### config.mk
export PLATFORM = sky130hd
export DESIGN_NAME = top_elastic_arb
export DESIGN_NICKNAME = d
export VERILOG_FILES = /design/src/rtl/top_elastic_arb.sv
export SDC_FILE = /design/constraint.sdc
export NUM_CORES = 1
export LEC_CHECK = 0
export ABC_AREA = 1
export CELL_PAD_IN_SITES_DETAIL_PLACEMENT = 0
export CELL_PAD_IN_SITES_GLOBAL_PLACEMENT = 1
export CORE_MARGIN = 5
export CORE_UTILIZATION = 35
export CTS_CLUSTER_DIAMETER = 200
export DETAILED_ROUTE_END_ITERATION = 6
export DONT_BUFFER_PORTS = 1
export GPL_TIMING_DRIVEN = 0
export PLACE_DENSITY = 0.79
export SYNTH_ARGS = -nofsm -noshare
export SYNTH_HDL_FRONTEND = slang
export SYNTH_SLANG_ARGS = --single-unit
### constraint.sdc
create_clock -name clk -period 4.6 [get_ports clk]
set_clock_uncertainty 0.2 [all_clocks]
set_input_delay 0.92 -clock clk [delete_from_list [all_inputs] [get_ports clk]]
set_output_delay 0.92 -clock clk [all_outputs]
set_load 0.01 [all_outputs]
### src/rtl/top_elastic_arb.sv
// top_elastic_arb: four-requester round-robin arbiter feeding one registered elastic output stage.
// Define ELASTIC_ARB_PKT_LOCK_EN to keep the grant on one requester until its packet's last beat.
module top_elastic_arb #(
  parameter int DW = 32
) (
  input  logic          clk,
  input  logic          rstf,
  input  logic [DW-1:0] t0_data,
  input  logic [DW-1:0] t1_data,
  input  logic [DW-1:0] t2_data,
  input  logic [DW-1:0] t3_data,
  input  logic          t0_valid,
  input  logic          t1_valid,
  input  logic          t2_valid,
  input  logic          t3_valid,
  input  logic          t0_last,
  input  logic          t1_last,
  input  logic          t2_last,
  input  logic          t3_last,
  output logic          t0_ready,
  output logic          t1_ready,
  output logic          t2_ready,
  output logic          t3_ready,
  output logic [DW-1:0] i0_data,
  output logic          i0_valid,
  output logic          i0_last,
  output logic [1:0]    i0_src,
  input  logic          i0_ready
);

  logic [DW-1:0] w_data [4];
  logic [3:0]    w_valid;
  logic [3:0]    w_last;
  logic [3:0]    w_ready;
  logic [1:0]    w_grant;
  logic          w_accept;
  logic          w_xfer;

  logic [DW-1:0] r_data;
  logic          r_valid;
  logic          r_last;
  logic [1:0]    r_src;
  logic [1:0]    r_ptr;

`ifdef ELASTIC_ARB_PKT_LOCK_EN
  typedef enum logic {ARB, LOCKED} state_t;
  state_t     r_state;
  logic [1:0] r_lockIdx;
`endif

  assign w_data[0] = t0_data;
  assign w_data[1] = t1_data;
  assign w_data[2] = t2_data;
  assign w_data[3] = t3_data;
  assign w_valid   = {t3_valid, t2_valid, t1_valid, t0_valid};
  assign w_last    = {t3_last, t2_last, t1_last, t0_last};
  assign w_accept  = ~r_valid | i0_ready;

  // Scan from the farthest offset down so the nearest valid requester above r_ptr wins.
  always_comb begin
    logic [1:0] idx;
    idx     = r_ptr;
    w_grant = r_ptr;
    for (int k = 3; k >= 0; k--) begin
      idx = r_ptr + 2'(k);
      if (w_valid[idx]) w_grant = idx;
    end
`ifdef ELASTIC_ARB_PKT_LOCK_EN
    if (r_state == LOCKED) w_grant = r_lockIdx;
`endif
  end

  always_comb begin
    w_ready          = '0;
    w_ready[w_grant] = rstf & w_accept;
  end

  assign w_xfer   = |(w_valid & w_ready);
  assign t0_ready = w_ready[0];
  assign t1_ready = w_ready[1];
  assign t2_ready = w_ready[2];
  assign t3_ready = w_ready[3];

  always_ff @(posedge clk or negedge rstf) begin
    if (!rstf) begin
      r_data  <= '0;
      r_valid <= 1'b0;
      r_last  <= 1'b0;
      r_src   <= 2'd0;
    end else if (w_accept) begin
      r_valid <= w_xfer;
      if (w_xfer) begin
        r_data <= w_data[w_grant];
        r_last <= w_last[w_grant];
        r_src  <= w_grant;
      end
    end
  end

`ifdef ELASTIC_ARB_PKT_LOCK_EN
  // A packet that opens in ARB pins the grant until its last beat; the pointer then skips past it.
  always_ff @(posedge clk or negedge rstf) begin
    if (!rstf) begin
      r_ptr     <= 2'd0;
      r_state   <= ARB;
      r_lockIdx <= 2'd0;
    end else if (w_xfer) begin
      case (r_state)
        ARB: begin
          r_ptr <= w_grant + 2'd1;
          if (!w_last[w_grant]) begin
            r_state   <= LOCKED;
            r_lockIdx <= w_grant;
          end
        end
        LOCKED: begin
          if (w_last[w_grant]) begin
            r_state <= ARB;
            r_ptr   <= r_lockIdx + 2'd1;
          end
        end
        default: r_state <= ARB;
      endcase
    end
  end
`else
  always_ff @(posedge clk or negedge rstf) begin
    if (!rstf) begin
      r_ptr <= 2'd0;
    end else if (w_xfer) begin
      r_ptr <= w_grant + 2'd1;
    end
  end
`endif

  assign i0_data  = r_data;
  assign i0_valid = r_valid;
  assign i0_last  = r_last;
  assign i0_src   = r_src;

endmodule

==> metrics.yaml, run 1 <==
outcome:
  status: "finished clean"
job:
  cap_violations: 0
cts:
  cts_made_buffers: 5
  clockBufferDepth: 2
  cts_tree: "built"
  root_buffer: "clkbuf_8"
  post-cts-setup-buffers: 0
  cts.sinks: 38
  cts_resized: 0
  clkTransAtPathRegs_ps: 80
  htree_num_levels: 2
  holdBufCountCts: 0
  clk_latency_ps: 280
logic_synthesis:
  synthTopCellsByArea: "nand2_1 (39%), dfrtp_1 (30%), inv_1 (9.1%)"
  synth_warnings: 0
  synth-edff-count: 0
  syn_area_um2: 3182
  netlist-cell-type-count: 21
  syn-num-nets: 716
  seq_area_frac_synth_pct: 29.89
  avgSynthCellArea_um2: 5.514
  synth_top_area_cell: "nand2_1"
  yosysMostFrequentCell: "nand2_1"
  ys_top_cells_by_count: "nand2_1 (332), inv_1 (77), nand3_1 (42)"
  syn_inst: 577
  ys_async_sr_fraction_pct: 100.0
  synthFlopType: "dfrtp_1"
  postSynthRegisterBits: 38
  synth.top_cell.area_share_pct: 39.17
finish:
  final_core_util_pct: 38.70
  final_nets: 723
  area_delta_synth_final_pct: 7.118
  seq_area_um2: 950.9
  fill_cells: 1029
  diodes: 0
  multiInputGateArea_um2: 1763
  drive_gt1_share_pct: 6.838
power_and_ir_drop:
  irDropWorstVdd_uv: 331.3
  leakage_nw: 2.198
  p_per_area_nw_per_um2: 961.4
drt:
  viasPerCell: 4.841
  vias: 3355
  post_drt_wl_per_cell_um: 14.47
  antenna_left: 0
  drtPass1Iterations: 4
  drc: 0
  drt_wl_total_um: 10030
  drtIter0Drc: 101
min_path:
  hold_path_class: "input port to async pin"
placed_design:
  routabilityCongestion: 0.8292
  dp_hpwl_um: 7907
  io_buffers: 0
grt:
  gr-total-overflow: 0
  grtUsageTotal_pct: 17.67
  grt_pass1_wl_um: 16130
  grt_max_degree: 40
  antenna_found_initial: 0
  grt_pass1_vias: 3324
worst_setup_path:
  crit_path_end_kind: "output pin"
  reg2regPathDepth: 15
  arrival_ps: 2510
  cpPeakStageDelay_ps: 370
  crit_slowest_cell: "nor3_1"
  start_kind: "input port"
  path_common_cell: "nand2_1"
  cp_max_fo: 10
  crit_chain: "inv_1 -> nand2_1 -> nand3_1 -> nand2_1 -> nand2_1 -> nand3_1 -> nand2_2 -> clkinv_1 -> buf_2 -> nor3_1"
  r2r_start: "r_ptr[0]"
  worstSetupPathType: "input port to output pin"
  ff2ff_setup_slack_ps: 2070
  crit_required_ps: 3480
  reg2reg_to: "i0_data[4]"
floorplan:
  die_w_um: 105.3
  coreArea_um2: 8806
  die_y_um: 105.3
  rows: 34
  start_util_pct: 36.13
  dieArea_um2: 11100
  ios: 179
sta:
  min_period_ps: 3633
  report.final.hold_viol_count: 0
  period_share_pct: 78.98
  fin_setup_tns_ps: 0
  holdWs_ps: 124.6
  rsz0062_at_grt: "no"
  slew_viol_final: 0
  finalSetupViolCount: 0
  fmax_ghz: 0.2752
  tightest_slew_ps: 709.1
  slew_headroom_pct: 52.22
layout by cell type (no fill, tap or decap), drive strengths merged:
cell | Yosys | final
nor3 | 2 | 2
clkbuf | 11 | 18
a31oi | 1 | 1
nor2 | 4 | 4
inv | 79 | 79
o21ai | 39 | 39
dfrtp | 38 | 38
clkinv | 1 | 2
nand3 | 42 | 42
buf | 19 | 19
nand4 | 3 | 3
nand2 | 338 | 338
through the flow:
step	instances	instance area [um2]	total power, mW	setup slack (ps)
after CTS	693	3408	3.333	946.0
after global placement	685	3317	3.050	948.8
final	693	3408	3.277	966.8
after detailed placement	685	3317	3.085	949.1
after floorplan	577	3182	2.468	1354
after global routing	693	3408	3.736	789.7
worst max-delay path: cells and delay by family:
kind                   cells  cell delay, ps
buffers and inverters      3             660
AND/OR/NAND/NOR            7             920
per-layer routing:
layer	track usage, %	wire length, um	vias up	part of all wire [%]
met3	5.073	782	4	7.8
met4	2.905	66	0	0.66
met1	22.02	4333	1489	43
met5	0	0	-	0
met2	30.78	4844	129	48
li1	-	-	1733	-
power by group:
part	internal, mW	total [mW]	leakage (nW)	switching [mW]
sequential	0.504	0.702	0.476	0.198
clock	0.121	0.236	0.0482	0.115
combinational	0.769	2.34	1.67	1.57
total	1.39	3.28	2.20	1.88
kinds of logic (layout without fill, tap and decap cells):
kind of cell | Yosys count | in the layout | share of synthesized area (%)
simple gates | 389 | 389 | 49.08
buf+inv | 110 | 118 | 14.71
flops | 38 | 38 | 29.89
compound gates | 40 | 40 | 6.331
flip-flops by register name, indices dropped and copies added (netlist names):
signal,count
i0_src,2
r_ptr,2
i0_last,1
i0_valid,1
i0_data,32
layout make-up:
| cell class | instances | share of cell area (%) |
|---|---|---|
| clock buffers | 7 | 2.533 |
| flip-flops and latches | 38 | 27.90 |
| inverters | 80 | 8.811 |
| multi-input cells | 429 | 51.73 |
| well taps | 108 | 3.965 |
| clock inverters | 1 | 0.1468 |
| plain buffers | 30 | 4.919 |
worst max-delay path by stage:
stage	startpoint	end	slack, ps
after floorplan	t1_valid	t3_ready	1350
after global placement	t1_valid	t3_ready	950
after detailed placement	t1_valid	t2_ready	950
after CTS	t1_valid	t2_ready	950
after global routing	t1_valid	t2_ready	790
final	t1_valid	t2_ready	970
Power figures use the tool's default switching activity.
==> run 2: changes to the inputs <==
Clock period 4.6 ns to 3.35 ns, I/O delays scaled along.
==> metrics.yaml, run 2 (synthesized netlist as in run 1, its figures left out) <==
outcome:
  status: "finished clean"
cts:
  htree_num_levels: 2  # unchanged
  clockBufferDepth: 2  # unchanged
  clk_latency_ps: 280  # about the same
  root_buffer: "clkbuf_8"
  cts_made_buffers: 5  # unchanged
  cts_tree: "built"
  cts.sinks: 38  # unchanged
  clkTransAtPathRegs_ps: 70  # about the same
  post-cts-setup-buffers: 0  # unchanged
sta:
  period_share_pct: 93.71
  finalSetupViolCount: 0  # unchanged
  slew_headroom_pct: 34.78  # -17 points
  rsz0062_at_grt: "no"
  tightest_slew_ps: 968.0  # +258.9 ps
  min_period_ps: 3139
  holdWs_ps: 20.15  # -104.5 ps
  fmax_ghz: 0.3186
  report.final.hold_viol_count: 0  # unchanged
  slew_viol_final: 0  # unchanged
  fin_setup_tns_ps: 0  # unchanged
grt:
  grtUsageTotal_pct: 17.80  # +0.13 points
  gr-total-overflow: 0  # unchanged
  grt_max_degree: 39  # -2.5%
  grt_pass1_vias: 3333  # +0.27%
  antenna_found_initial: 0  # unchanged
  grt_pass1_wl_um: 16210  # +0.51%
drt:
  drt_wl_total_um: 10110  # +0.82%
  viasPerCell: 4.826  # -0.32%
  drc: 0  # unchanged
  drtPass1Iterations: 4  # unchanged
  post_drt_wl_per_cell_um: 14.57  # +0.67%
  vias: 3349  # -0.18%
  antenna_left: 0  # unchanged
  drtIter0Drc: 100  # -0.99%
worst_setup_path:
  crit_path_end_kind: "output pin"
  arrival_ps: 2270  # -240 ps
  start_kind: "flip-flop"
  cp_max_fo: 10  # unchanged
  crit_required_ps: 2480  # -1000 ps
  worstSetupPathType: "flip-flop to output pin"
min_path:
  hold_path_class: "input port to async pin"
power_and_ir_drop:
  p_per_area_nw_per_um2: 1319  # +37%
  finalPower_mw: 4.555  # +39%
  leakage_nw: 2.209  # +0.53%
  irDropWorstVdd_uv: 455.0  # +37%
finish:
  final_core_util_pct: 39.22  # +0.51 points
  diodes: 0  # unchanged
  drive_gt1_share_pct: 7.850  # +1.0 points
  final_nets: 724  # +0.14%
  largest_register_ffs: 32  # unchanged
  final_cell_mix: "nand2_1 (332), inv_1 (77), nand3_1 (42)"
  area_delta_synth_final_pct: 8.533
  mostFrequentLayoutCell: "nand2_1"
placed_design:
  routabilityCongestion: 0.8292  # unchanged
  dp_hpwl_um: 7907  # unchanged
  io_buffers: 0  # unchanged
job:
  cap_violations: 0  # unchanged
floorplan:
  die_y_um: 105.3  # unchanged
  dieArea_um2: 11100  # unchanged
  ios: 179  # unchanged
  coreArea_um2: 8806  # unchanged
  die_w_um: 105.3  # unchanged
  rows: 34  # unchanged
  start_util_pct: 36.13  # unchanged
==> run 2: changes by cell type in the layout (fill, tap and decap cells not counted), sizes merged <==
| cell | change |
|---|---|
| buf | +1 |
| clkinv | -1 |
| clkinvlp | +1 |
==> run 2: worst paths after layout <==
kind | from | endpoint | slack (ps) | cells after the start
min in group clk | i0_ready | i0_valid | 280 | 1
worst max register to register | i0_valid | i0_data[4] | 740 | 8
worst min-delay path | rstf | i0_data[6] | 20 | 1
worst min register to register | i0_data[15] | i0_data[15] | 360 | 2
max in group asynchronous | rstf | r_ptr[0] | 2730 | 1
worst max-delay path | r_ptr[0] | t2_ready | 210 | 11
==> run 2: final cells by class <==
cell class / instances / area [um2]
Timing Repair Buffer: 1 / 20.02
Clock buffer: 7 / 86.33
Fill cell: 1028 / 5353
Clock inverter: 1 / 5.005
Sequential cell: 38 / 950.9
Buffer: 30 / 167.7
Multi-Input combinational cell: 429 / 1784
Tap cell: 108 / 135.1
Inverter: 80 / 304.0
==> run 2: repair_timing <==
action / in CTS / in global routing
endpoints found under the setup margin: 0 / 3
hold buffers: 1 / 0
gates resized for setup: 0 / 6
endpoints found under the hold margin: 38 / 0
==> run 2: report_power, final <==
group          leakage, nW  switching [mW]  internal (mW)  total (mW)
logic                 1.68            2.20           1.07        3.27
registers            0.476           0.271          0.692       0.964
clock network       0.0482           0.158          0.166       0.325
total                 2.21            2.63           1.93        4.56
==> run 2: stage by stage <==
| stage | worst slack (ps) | std cells | instance area (um2) |
|---|---|---|---|
| 2_1_floorplan | 604.4 | 577 | 3182 |
| 3_3_place_gp | 198.8 | 685 | 3317 |
| 3_5_place_dp | 199.1 | 685 | 3317 |
| 4_1_cts | 6.479 | 694 | 3428 |
| 5_1_grt | 4.216 | 694 | 3453 |
| 6_report | 210.8 | 694 | 3453 |
==> run 2: layer usage <==
metal / up-vias / wire, um / track usage, %
met4: 0 / 43 / 2.905
li1: 1734 / - / -
met2: 119 / 4924 / 31.06
met5: - / 0 / 0
met3: 2 / 747 / 5.012
met1: 1494 / 4393 / 22.21
==> run 2: critical path, cell delays in order, from the launching register on <==
cell and delay [ps]:
dfrtp_1 420, buf_4 180, nand2_1 60, o21ai_1 80, nand2_1 90, nand2_1 50
nand2_1 50, nand3_1 70, nand2_2 210, clkinvlp_4 260, buf_2 260, nor3_2 260
==> run 3: changes to the inputs <==
Settings changed: CTS_BUF_LIST set to sky130_fd_sc_hd__clkbuf_8.
==> metrics.yaml, run 3 (synthesized netlist as in run 1, its figures left out) <==
worst_setup_path:
  worstSetupPathType: "flip-flop to output pin"
  ff2ff_setup_slack_ps: 740  # about the same
  reg2regPathDepth: 8  # unchanged
  reg2reg_to: "i0_data[4]"
  r2r_start: "i0_valid"
  start_kind: "flip-flop"
  crit_required_ps: 2480  # about the same
  cpPeakStageDelay_ps: 420  # about the same
  crit_path_end_kind: "output pin"
  crit_slowest_cell: "dfrtp_1"
  cp_max_fo: 10  # unchanged
  arrival_ps: 2270  # about the same
  path_common_cell: "nand2_1"
  crit_chain: "buf_4 -> nand2_1 -> o21ai_1 -> nand2_1 -> nand2_1 -> nand2_1 -> nand3_1 -> nand2_2 -> clkinvlp_4 -> buf_2 -> nor3_2"
cts:
  post-cts-setup-buffers: 0  # unchanged
  root_buffer: "clkbuf_8"
  cts_made_buffers: 5  # unchanged
  htree_num_levels: 2  # unchanged
  cts_tree: "built"
  clkTransAtPathRegs_ps: 70  # about the same
  clk_latency_ps: 280  # about the same
  clockBufferDepth: 2  # unchanged
  cts.sinks: 38  # unchanged
grt:
  antenna_found_initial: 0  # unchanged
  grt_pass1_wl_um: 16210  # unchanged
  grtUsageTotal_pct: 17.80  # unchanged
  gr-total-overflow: 0  # unchanged
  grt_max_degree: 39  # unchanged
  grt_pass1_vias: 3333  # unchanged
drt:
  drt_wl_total_um: 10110  # about the same
  viasPerCell: 4.830  # about the same
  vias: 3352  # +0.090%
  routed-wl-met3_um: 741  # -0.80%
  antenna_left: 0  # unchanged
  wl_met2_um: 4923  # about the same
  drc: 0  # unchanged
  highest_layer: "met4"
  post_drt_wl_per_cell_um: 14.56  # about the same
  wirelength_met1_um: 4397  # about the same
  drtPass1Iterations: 4  # unchanged
  drtIter0Drc: 100  # unchanged
power_and_ir_drop:
  p_per_area_nw_per_um2: 1319  # about the same
  irDropWorstVdd_uv: 454.9  # about the same
  leakage_nw: 2.214  # +0.19%
floorplan:
  ios: 179  # unchanged
  dieArea_um2: 11100  # unchanged
  rows: 34  # unchanged
  start_util_pct: 36.13  # unchanged
  die_y_um: 105.3  # unchanged
  die_w_um: 105.3  # unchanged
  coreArea_um2: 8806  # unchanged
finish:
  area_delta_synth_final_pct: 8.533  # unchanged
  final_cell_mix: "nand2_1 (332), inv_1 (78), nand3_1 (42)"
  final_nets: 724  # unchanged
  drive_gt1_share_pct: 7.850  # unchanged
  mostFrequentLayoutCell: "nand2_1"
  diodes: 0  # unchanged
  largest_register_ffs: 32  # unchanged
  fill_cells: 1028  # unchanged
sta:
  finalSetupViolCount: 0  # unchanged
  layout_setup_ws_ps: 210.4  # -0.4180 ps
  slew_viol_final: 0  # unchanged
  report.final.hold_viol_count: 0  # unchanged
  rsz0062_at_grt: "no"
  fin_setup_tns_ps: 0  # unchanged
  holdWs_ps: 20.14  # -0.007700 ps
  fmax_ghz: 0.3185  # about the same
  period_share_pct: 93.72  # about the same
  slew_headroom_pct: 34.78  # unchanged
  tightest_slew_ps: 968.0  # unchanged
  min_period_ps: 3140  # +0.4180 ps
placed_design:
  io_buffers: 0  # unchanged
  pre_cts_ws_ps: 199.1  # unchanged
  routabilityCongestion: 0.8292  # unchanged
  dp_hpwl_um: 7907  # unchanged
min_path:
  hold_path_class: "input port to async pin"
outcome:
  status: "finished clean"
job:
  cap_violations: 0  # unchanged
[run 3: changes by cell type in the layout (fill, tap and decap cells not counted), sizes merged]
cell	delta
clkbuf	-1
inv	+1
[run 3: critical path: cells and delay by family (launching register included)]
family          cells  cell delay, ps
compound gates      1              80
buf+inv             3             700
flops               1             420
simple gates        7             790
[run 3: worst max-delay path by stage]
stage / start / to / slack [ps]
floorplan: t1_valid / t3_ready / 600
global placement: t1_valid / t3_ready / 200
detailed placement: t1_valid / t2_ready / 200
CTS: r_ptr[0] / t2_ready / 6
global route: r_ptr[0] / t1_ready / 4
finish: r_ptr[0] / t2_ready / 210
[run 3: metrics by stage]
| stage | util, % | instance area, um2 | cells | power (mW) |
|---|---|---|---|---|
| after floorplan | - | 3182 | 577 | 3.389 |
| after global placement | 37.67 | 3317 | 685 | 4.188 |
| after detailed placement | 37.67 | 3317 | 685 | 4.236 |
| after CTS | 38.93 | 3428 | 694 | 4.586 |
| after global routing | 39.22 | 3453 | 694 | 5.184 |
| final | 39.22 | 3453 | 694 | 4.554 |
[run 3: final cells by class]
type | count | area (um2) | area share, %
Timing Repair Buffer | 1 | 20.02 | 0.5797
Inverter | 80 | 304.0 | 8.804
Clock buffer | 6 | 82.58 | 2.391
Sequential cell | 38 | 950.9 | 27.54
Multi-Input combinational cell | 429 | 1784 | 51.67
Tap cell | 108 | 135.1 | 3.913
Buffer | 30 | 167.7 | 4.855
Clock inverter | 2 | 8.758 | 0.2536
[run 3: what timing repair did]
item | 4_1_cts | 5_1_grt
hold buffers | 1 | 0
endpoints found under the setup margin | 0 | 3
resized for setup | 0 | 6
endpoints found under the hold margin | 38 | 0
[run 3: layer usage]
metal	up-vias	track usage, %
met2	117	31.06
met1	1498	22.21
met5	-	0
met3	2	5.012
met4	0	2.905
li1	1735	-
[run 3: power by group]
part	internal [mW]	leakage (nW)	switching (mW)
Combinational	1.07	1.68	2.20
Clock	0.163	0.0524	0.158
Sequential	0.692	0.476	0.271
Total	1.93	2.21	2.63
